**src/rtl/wb_prefetch_fifo_if.sv**
```systemverilog
// Bundled consumer, redirect and memory-adapter signals of the instruction prefetcher.
// The master modport is the prefetcher's view; slave is the surrounding core/adapter side.
interface wb_prefetch_fifo_if;
    logic        i_flush;
    logic [23:0] i_flush_addr;
    logic        o_valid;
    logic [15:0] o_instr;
    logic [23:0] o_instr_addr;
    logic        i_ready;
    logic [23:0] o_mem_addr;
    logic [15:0] o_mem_data;
    logic        o_mem_req;
    logic        o_mem_we;
    logic        o_mem_next;
    logic        i_mem_ack;
    logic [15:0] i_mem_data;

    modport master (
        input  i_flush,
        input  i_flush_addr,
        output o_valid,
        output o_instr,
        output o_instr_addr,
        input  i_ready,
        output o_mem_addr,
        output o_mem_data,
        output o_mem_req,
        output o_mem_we,
        output o_mem_next,
        input  i_mem_ack,
        input  i_mem_data
    );

    modport slave (
        output i_flush,
        output i_flush_addr,
        input  o_valid,
        input  o_instr,
        input  o_instr_addr,
        output i_ready,
        input  o_mem_addr,
        input  o_mem_data,
        input  o_mem_req,
        input  o_mem_we,
        input  o_mem_next,
        output i_mem_ack,
        output i_mem_data
    );
endinterface

```
**src/rtl/wb_prefetch_fifo.sv**
```systemverilog
// Instruction prefetcher: bursts 16-bit words from a read-only bus adapter into a small FIFO
// and presents them with their word address; a flush redirects the stream and drops old data.
module wb_prefetch_fifo #(
    parameter int unsigned DEPTH    = 4,
    parameter logic [23:0] RESET_PC = 24'h000000
) (
    input logic                 i_clk,
    input logic                 i_rst,
    wb_prefetch_fifo_if.master  bus_io
);

    localparam int unsigned AW = (DEPTH > 1) ? $clog2(DEPTH) : 1;
    localparam int unsigned CW = $clog2(DEPTH) + 1;
    localparam logic [CW:0] DepthW = (CW + 1)'(DEPTH);

    typedef enum logic [1:0] {StIdle, StFetch, StFlushWait} state_e;

    state_e        state_q, state_d;
    logic [23:0]   pc_q, pc_d;
    logic [23:0]   head_addr_q, head_addr_d;
    logic [CW-1:0] count_q, count_d;
    logic [AW-1:0] rd_ptr_q, rd_ptr_d;
    logic [AW-1:0] wr_ptr_q, wr_ptr_d;
    logic [15:0]   mem_q [DEPTH];

    logic          flush, ack, pop, push;
    logic          mem_req, mem_next;
    logic [23:0]   mem_addr;
    logic [CW:0]   occ_after_push, occ_after_pop;

    assign flush = bus_io.i_flush;
    assign ack   = bus_io.i_mem_ack;
    assign pop   = (count_q != '0) & bus_io.i_ready;
    // Data acked while flushing (or in any non-fetch state) belongs to the old stream.
    assign push  = (state_q == StFetch) & ack & ~flush;

    // Occupancy the FIFO would reach if one more word landed this cycle, and after the pop.
    assign occ_after_push = {1'b0, count_q} + (CW + 1)'(1) - (CW + 1)'(pop);
    assign occ_after_pop  = {1'b0, count_q} - (CW + 1)'(pop);

    // ---------------------------------------------------------------- state register
    always_ff @(posedge i_clk) begin
        if (i_rst) begin
            state_q <= StIdle;
        end else begin
            state_q <= state_d;
        end
    end

    // ---------------------------------------------------------------- next state
    always_comb begin
        state_d = state_q;
        unique case (state_q)
            StIdle: begin
                if (!flush && (occ_after_pop < DepthW)) begin
                    state_d = StFetch;
                end
            end
            StFetch: begin
                if (flush) begin
                    state_d = ack ? StIdle : StFlushWait;
                end else if (ack) begin
                    state_d = mem_next ? StFetch : StIdle;
                end
            end
            StFlushWait: begin
                if (ack) begin
                    state_d = StIdle;
                end
            end
            default: state_d = StIdle;
        endcase
    end

    // ---------------------------------------------------------------- outputs
    always_comb begin
        mem_req  = (state_q != StIdle);
        mem_next = (state_q == StFetch) & ~flush & (occ_after_push < DepthW);
        // The adapter latches the follow-on address in the ack cycle of a continued burst.
        mem_addr = (ack & mem_next) ? pc_q + 24'd1 : pc_q;
    end

    assign bus_io.o_mem_req    = mem_req;
    assign bus_io.o_mem_next   = mem_next;
    assign bus_io.o_mem_addr   = mem_addr;
    assign bus_io.o_mem_data   = 16'h0000;
    assign bus_io.o_mem_we     = 1'b0;
    assign bus_io.o_valid      = (count_q != '0);
    assign bus_io.o_instr      = mem_q[rd_ptr_q];
    assign bus_io.o_instr_addr = head_addr_q;

    // ---------------------------------------------------------------- datapath next state
    always_comb begin
        pc_d        = pc_q;
        head_addr_d = head_addr_q;
        count_d     = count_q;
        rd_ptr_d    = rd_ptr_q;
        wr_ptr_d    = wr_ptr_q;
        if (flush) begin
            // Flush wins over a simultaneous push or pop.
            pc_d        = bus_io.i_flush_addr;
            head_addr_d = bus_io.i_flush_addr;
            count_d     = '0;
            rd_ptr_d    = '0;
            wr_ptr_d    = '0;
        end else begin
            if (push) begin
                pc_d     = pc_q + 24'd1;
                wr_ptr_d = wr_ptr_q + AW'(1);
            end
            if (pop) begin
                head_addr_d = head_addr_q + 24'd1;
                rd_ptr_d    = rd_ptr_q + AW'(1);
            end
            count_d = count_q + CW'(push) - CW'(pop);
        end
    end

    always_ff @(posedge i_clk) begin
        if (i_rst) begin
            pc_q        <= RESET_PC;
            head_addr_q <= RESET_PC;
            count_q     <= '0;
            rd_ptr_q    <= '0;
            wr_ptr_q    <= '0;
        end else begin
            pc_q        <= pc_d;
            head_addr_q <= head_addr_d;
            count_q     <= count_d;
            rd_ptr_q    <= rd_ptr_d;
            wr_ptr_q    <= wr_ptr_d;
        end
    end

    // Storage needs no reset: entries are only visible once counted.
    always_ff @(posedge i_clk) begin
        if (push && !i_rst) begin
            mem_q[wr_ptr_q] <= bus_io.i_mem_data;
        end
    end

endmodule
```
**src/flat_wrapper.sv**
```systemverilog
// flat-port wrapper written by rule: the top's interface ports become plain ports
module wb_prefetch_fifo_flat 
#(
    parameter int unsigned DEPTH    = 4,
    parameter logic [23:0] RESET_PC = 24'h000000
)
  (i_clk, i_rst, bus_io_i_flush, bus_io_i_flush_addr, bus_io_o_valid, bus_io_o_instr, bus_io_o_instr_addr, bus_io_i_ready, bus_io_o_mem_addr, bus_io_o_mem_data, bus_io_o_mem_req, bus_io_o_mem_we, bus_io_o_mem_next, bus_io_i_mem_ack, bus_io_i_mem_data);
  wb_prefetch_fifo_if bus_io_i ();
  input logic i_clk;
  input logic i_rst;
  input wire logic [$bits(bus_io_i.i_flush)-1:0] bus_io_i_flush;
  input wire logic [$bits(bus_io_i.i_flush_addr)-1:0] bus_io_i_flush_addr;
  output wire logic [$bits(bus_io_i.o_valid)-1:0] bus_io_o_valid;
  output wire logic [$bits(bus_io_i.o_instr)-1:0] bus_io_o_instr;
  output wire logic [$bits(bus_io_i.o_instr_addr)-1:0] bus_io_o_instr_addr;
  input wire logic [$bits(bus_io_i.i_ready)-1:0] bus_io_i_ready;
  output wire logic [$bits(bus_io_i.o_mem_addr)-1:0] bus_io_o_mem_addr;
  output wire logic [$bits(bus_io_i.o_mem_data)-1:0] bus_io_o_mem_data;
  output wire logic [$bits(bus_io_i.o_mem_req)-1:0] bus_io_o_mem_req;
  output wire logic [$bits(bus_io_i.o_mem_we)-1:0] bus_io_o_mem_we;
  output wire logic [$bits(bus_io_i.o_mem_next)-1:0] bus_io_o_mem_next;
  input wire logic [$bits(bus_io_i.i_mem_ack)-1:0] bus_io_i_mem_ack;
  input wire logic [$bits(bus_io_i.i_mem_data)-1:0] bus_io_i_mem_data;
  assign bus_io_i.i_flush = bus_io_i_flush;
  assign bus_io_i.i_flush_addr = bus_io_i_flush_addr;
  assign bus_io_o_valid = bus_io_i.o_valid;
  assign bus_io_o_instr = bus_io_i.o_instr;
  assign bus_io_o_instr_addr = bus_io_i.o_instr_addr;
  assign bus_io_i.i_ready = bus_io_i_ready;
  assign bus_io_o_mem_addr = bus_io_i.o_mem_addr;
  assign bus_io_o_mem_data = bus_io_i.o_mem_data;
  assign bus_io_o_mem_req = bus_io_i.o_mem_req;
  assign bus_io_o_mem_we = bus_io_i.o_mem_we;
  assign bus_io_o_mem_next = bus_io_i.o_mem_next;
  assign bus_io_i.i_mem_ack = bus_io_i_mem_ack;
  assign bus_io_i.i_mem_data = bus_io_i_mem_data;
  wb_prefetch_fifo #(.DEPTH(DEPTH), .RESET_PC(RESET_PC)) u_core (.i_clk(i_clk), .i_rst(i_rst), .bus_io(bus_io_i));
endmodule
```
**config.mk**
```make
export PLATFORM = sky130hd
export DESIGN_NAME = wb_prefetch_fifo_flat
export DESIGN_NICKNAME = d
export VERILOG_FILES = /design/src/rtl/wb_prefetch_fifo_if.sv /design/src/rtl/wb_prefetch_fifo.sv /design/src/flat_wrapper.sv
export SDC_FILE = /design/constraint.sdc
export NUM_CORES = 1
export LEC_CHECK = 0
export CELL_PAD_IN_SITES_DETAIL_PLACEMENT = 2
export CELL_PAD_IN_SITES_GLOBAL_PLACEMENT = 2
export CORE_MARGIN = 10
export CORE_UTILIZATION = 30
export DETAILED_ROUTE_END_ITERATION = 8
export PLACE_DENSITY_LB_ADDON = 0.1
export SLEW_MARGIN = 25
export SYNTH_ARGS = -nofsm -noshare
export SYNTH_HDL_FRONTEND = slang
export SYNTH_SLANG_ARGS = --single-unit
```
**constraint.sdc**
```tcl
create_clock -name i_clk -period 5.9 [get_ports i_clk]
set_input_delay 1.475 -clock i_clk [delete_from_list [all_inputs] [get_ports i_clk]]
set_output_delay 1.475 -clock i_clk [all_outputs]
set_load 0.05 [all_outputs]
```
==> summary.md <==
| Metric | Value |
|---|---|
| FFs w/ async S/R, synth | 0% |
| Post-Syn Area per Cell | ~11 µm² |
| Area grow syn2layout | 33.82% |
| R2r worst-path depth | 7 |
| CP Max Fanout | 9 |
| Worst hold path class | register to register |
| Die height | 164.1 µm |
| Result of the run | complete, no violations |
| Post-synth EDFFs | 64 |
| Setup TNS | 0 ps |
| Synth top area share | 30.86% |
| Final Instance Area | 8333 µm² |
| Post_cts resized | 0 |
| Multi-input logic area | 2795 µm² |
| Max-slew violation count | 0 |
| Worst Setup Start Kind | primary input |
| Crit path max-delay family | simple AND/OR/NAND/NOR gates |
| Dpl cell area | 7744 µm² |
| Worst path cell trace | clkdlybuf4s50_1 > o31ai_2 > ha_1 > a21o_1 > or4_1 > nor3_1 > xor2_1 > buf_12 |
| Power Density | 284.0 nW/µm² |
| Largest net degree at the start of global routing | 38 |
| Path type of the worst setup path | primary input to output pin |
| Mapped Area | 6227 µm² |
| Relative slew slack | 39.09% |
| Worst reg2reg endpoint | u_core.state_q[0] |
| Ys flop type | edfxtp_1 |
| Detailed Place HPWL | approximately 16000 µm |
| Die ar. | 26920 µm² |
| # hold bufs at CTS | 0 |
| Chip width | 164.1 µm |
| Synth top area cells | edfxtp_1 (31%), dfxtp_1 (19%), mux4_2 (5.8%) |
| Ant. Diodes | 0 |
| Inserted Clock Buffers | 17 |
| Dpl cells | 915 |
| H-tree depth | 4 |
| Fillers | 2114 |
| Slew of the pin with the lowest slew margin | 905.3 ps |
| Clk_skew | 7.042 ps |
| HP Start | u_core.wr_ptr_q[1] |
| Hold path endpoint | u_core.wr_ptr_q[1] |
| Post-Route WL | 20870 µm |
| Ports | 129 |
| Vias in the first global route | around 5400 |
| Initial Util | 30.68% |
| RSZ-0062 raised after global routing | no |
| Fin util | 41.05% |
| Min cycle time layout | 5708 ps |
| Register area | 3104 µm² |
| Achievable Freq | 0.1752 GHz |
| Final setup violation count | 0 |
| Max clock buf depth | 2 |
| Register area share after synthesis | 49.83% |
| CTS clk-pin slew, worst paths | 60 ps |
| Cell count after synthesis | between 500 and 600 |
| Post-route insts no fill | around 950 |
| CTS tree | yes |
| Fin nets | 722 |
| GR Util All Layers | 15.91% |
| Peak supply drop | between 0.00015 and 0.0002 V |
| R2r startpoint | u_core.count_q[1] |
| Most area-hungry cell type in the Yosys netlist | edfxtp_1 |
| Root Buffer | clkbuf_16 |
| Hold Fails Final Rpt | 0 |
| Later-pin clock latency in the skew report | 420 ps |
| DRC | 0 |
| Vias/cell | 5.046 |
| Post-place setup slack | 245.8 ps |
| Rows | 52 |
| Final WS setup | slightly below 200 ps |
| First-pass GRT wire length | between 30000 and 40000 µm |
| Initial antenna violation count | 0 |
| Grt total ovfl | 0 |
| Fin Hold WS | 510.4 ps |
| Fin crit share | between 90% and 100% |
| Buffer and inverter count on the worst path | 2 |
| Netlist cell types | 58 |
| Register bit total from synthesis | 123 |
| LEAKAGE | 2.883 nW |
| Initial drt markers | 205 |
| DR pass1 iterations | 6 |
| Core Region | about 20000 µm² |
| Crit. End Element | output pin |
| Port bufs | 111 |
| Max-Cap Viols | 0 |
| Worst Path Required | about 4400 ps |
| Min-Delay Path Depth | 2 |
| DR vias | 4779 |
| R2R Setup Slk | 3110 ps |
| Count leader, synth | edfxtp_1 |
| Average wire per standard cell | 22.04 µm |
| Post-CTS Setup Bufs | 0 |
| Critical Path Slowest Stage Cell | or4_1 |
| Largest stage delay, worst path | 700 ps |
| Top cells by count, synth | edfxtp_1 (64), dfxtp_1 (59), inv_1 (30) |
| Share of cells above drive strength 1 | 14.03% |
| Synthesis Warnings | 0 |
| CP arrival | approximately 4200 ps |
| Antenna-violating nets left | 0 |
| Total power | between 2 and 2.5 mW |
| Clk sinks | 123 |
| Placer congestion estimate | 0.8010 |
-- area by class of cell --
| class | instances | area share [%] |
|---|---|---|
| Tap cell | 270 | 4.054 |
| Timing Repair Buffer | 117 | 16.73 |
| Clock inverter | 15 | 1.967 |
| Inverter | 30 | 1.351 |
| Multi-Input combinational cell | 375 | 33.54 |
| Clock buffer | 17 | 5.105 |
| Sequential cell | 123 | 37.25 |
-- flip-flops by register name (all words and copies together) (netlist names), named ones only --
name / count
u_core.count_q: 3
u_core.rd_ptr_q: 2
u_core.state_q: 2
u_core.mem_q: 64
u_core.pc_q: 24
u_core.wr_ptr_q: 2
u_core.bus_io.o_instr_addr: 24
-- cell usage in the layout, fill, tap and decap left out, drive strengths merged, types with 7 or more instances in the layout --
cell type	netlist	layout
a21boi	21	21
a21oi	21	21
a31oi	8	8
and2	7	7
and3	7	7
and4	7	7
buf	18	31
clkbuf	30	17
clkdlybuf4s50	0	86
conb	1	17
dfxtp	59	59
edfxtp	64	64
ha	12	12
inv	30	36
mux4	16	16
nand2	29	29
nand3	11	11
nand4	24	24
nor2	22	22
nor3	21	21
nor4	15	15
o21bai	10	10
or3	7	7
or4	7	7
xnor2	26	26
xor2	26	26
-- power by group --
group,leakage [nW],switching (mW),internal (mW),total (mW)
sequential,1.06,0.0480,0.925,0.973
combinational,1.54,0.210,0.137,0.347
clock,0.281,0.416,0.630,1.05
total,2.88,0.674,1.69,2.37
-- kinds of logic after synthesis --
logic type | Yosys count | share of synthesized area [%]
adder cells (fa/ha/maj) | 13 | 2.733
multiplexers | 17 | 5.968
flip-flops | 123 | 49.83
other | 1 | 0.06022
XOR/XNOR | 52 | 7.314
AO/OA/AOI/OAI | 92 | 10.43
buffers and inverters | 78 | 6.249
AND/OR/NAND/NOR | 184 | 17.42
-- worst min-delay path, stage by stage, from the launching register on --
cell     delay (ps)
dfxtp_1         340
nand2_1          70
a21oi_1          50
-- metal layers --
| metal | routed length (µm) | global-route usage (%) |
|---|---|---|
| met5 | 0 | 0 |
| met4 | 229 | 4.143 |
| met1 | 9024 | 18.73 |
| met2 | 10650 | 27.77 |
| met3 | 966 | 4.531 |
-- worst max-delay path by stage --
stage / end / cells after the start / slack, ps / start
floorplan: bus_io_o_mem_next / 4 / 780 / bus_io_i_ready
global placement: bus_io_o_mem_addr[12] / 8 / 360 / bus_io_i_ready
detailed placement: bus_io_o_mem_addr[14] / 8 / 250 / bus_io_i_ready
CTS: bus_io_o_mem_addr[14] / 8 / 200 / bus_io_i_ready
global route: bus_io_o_mem_addr[12] / 8 / 70 / bus_io_i_ready
finish: bus_io_o_mem_addr[14] / 8 / 190 / bus_io_i_ready
(Power assumes the default switching activity.)
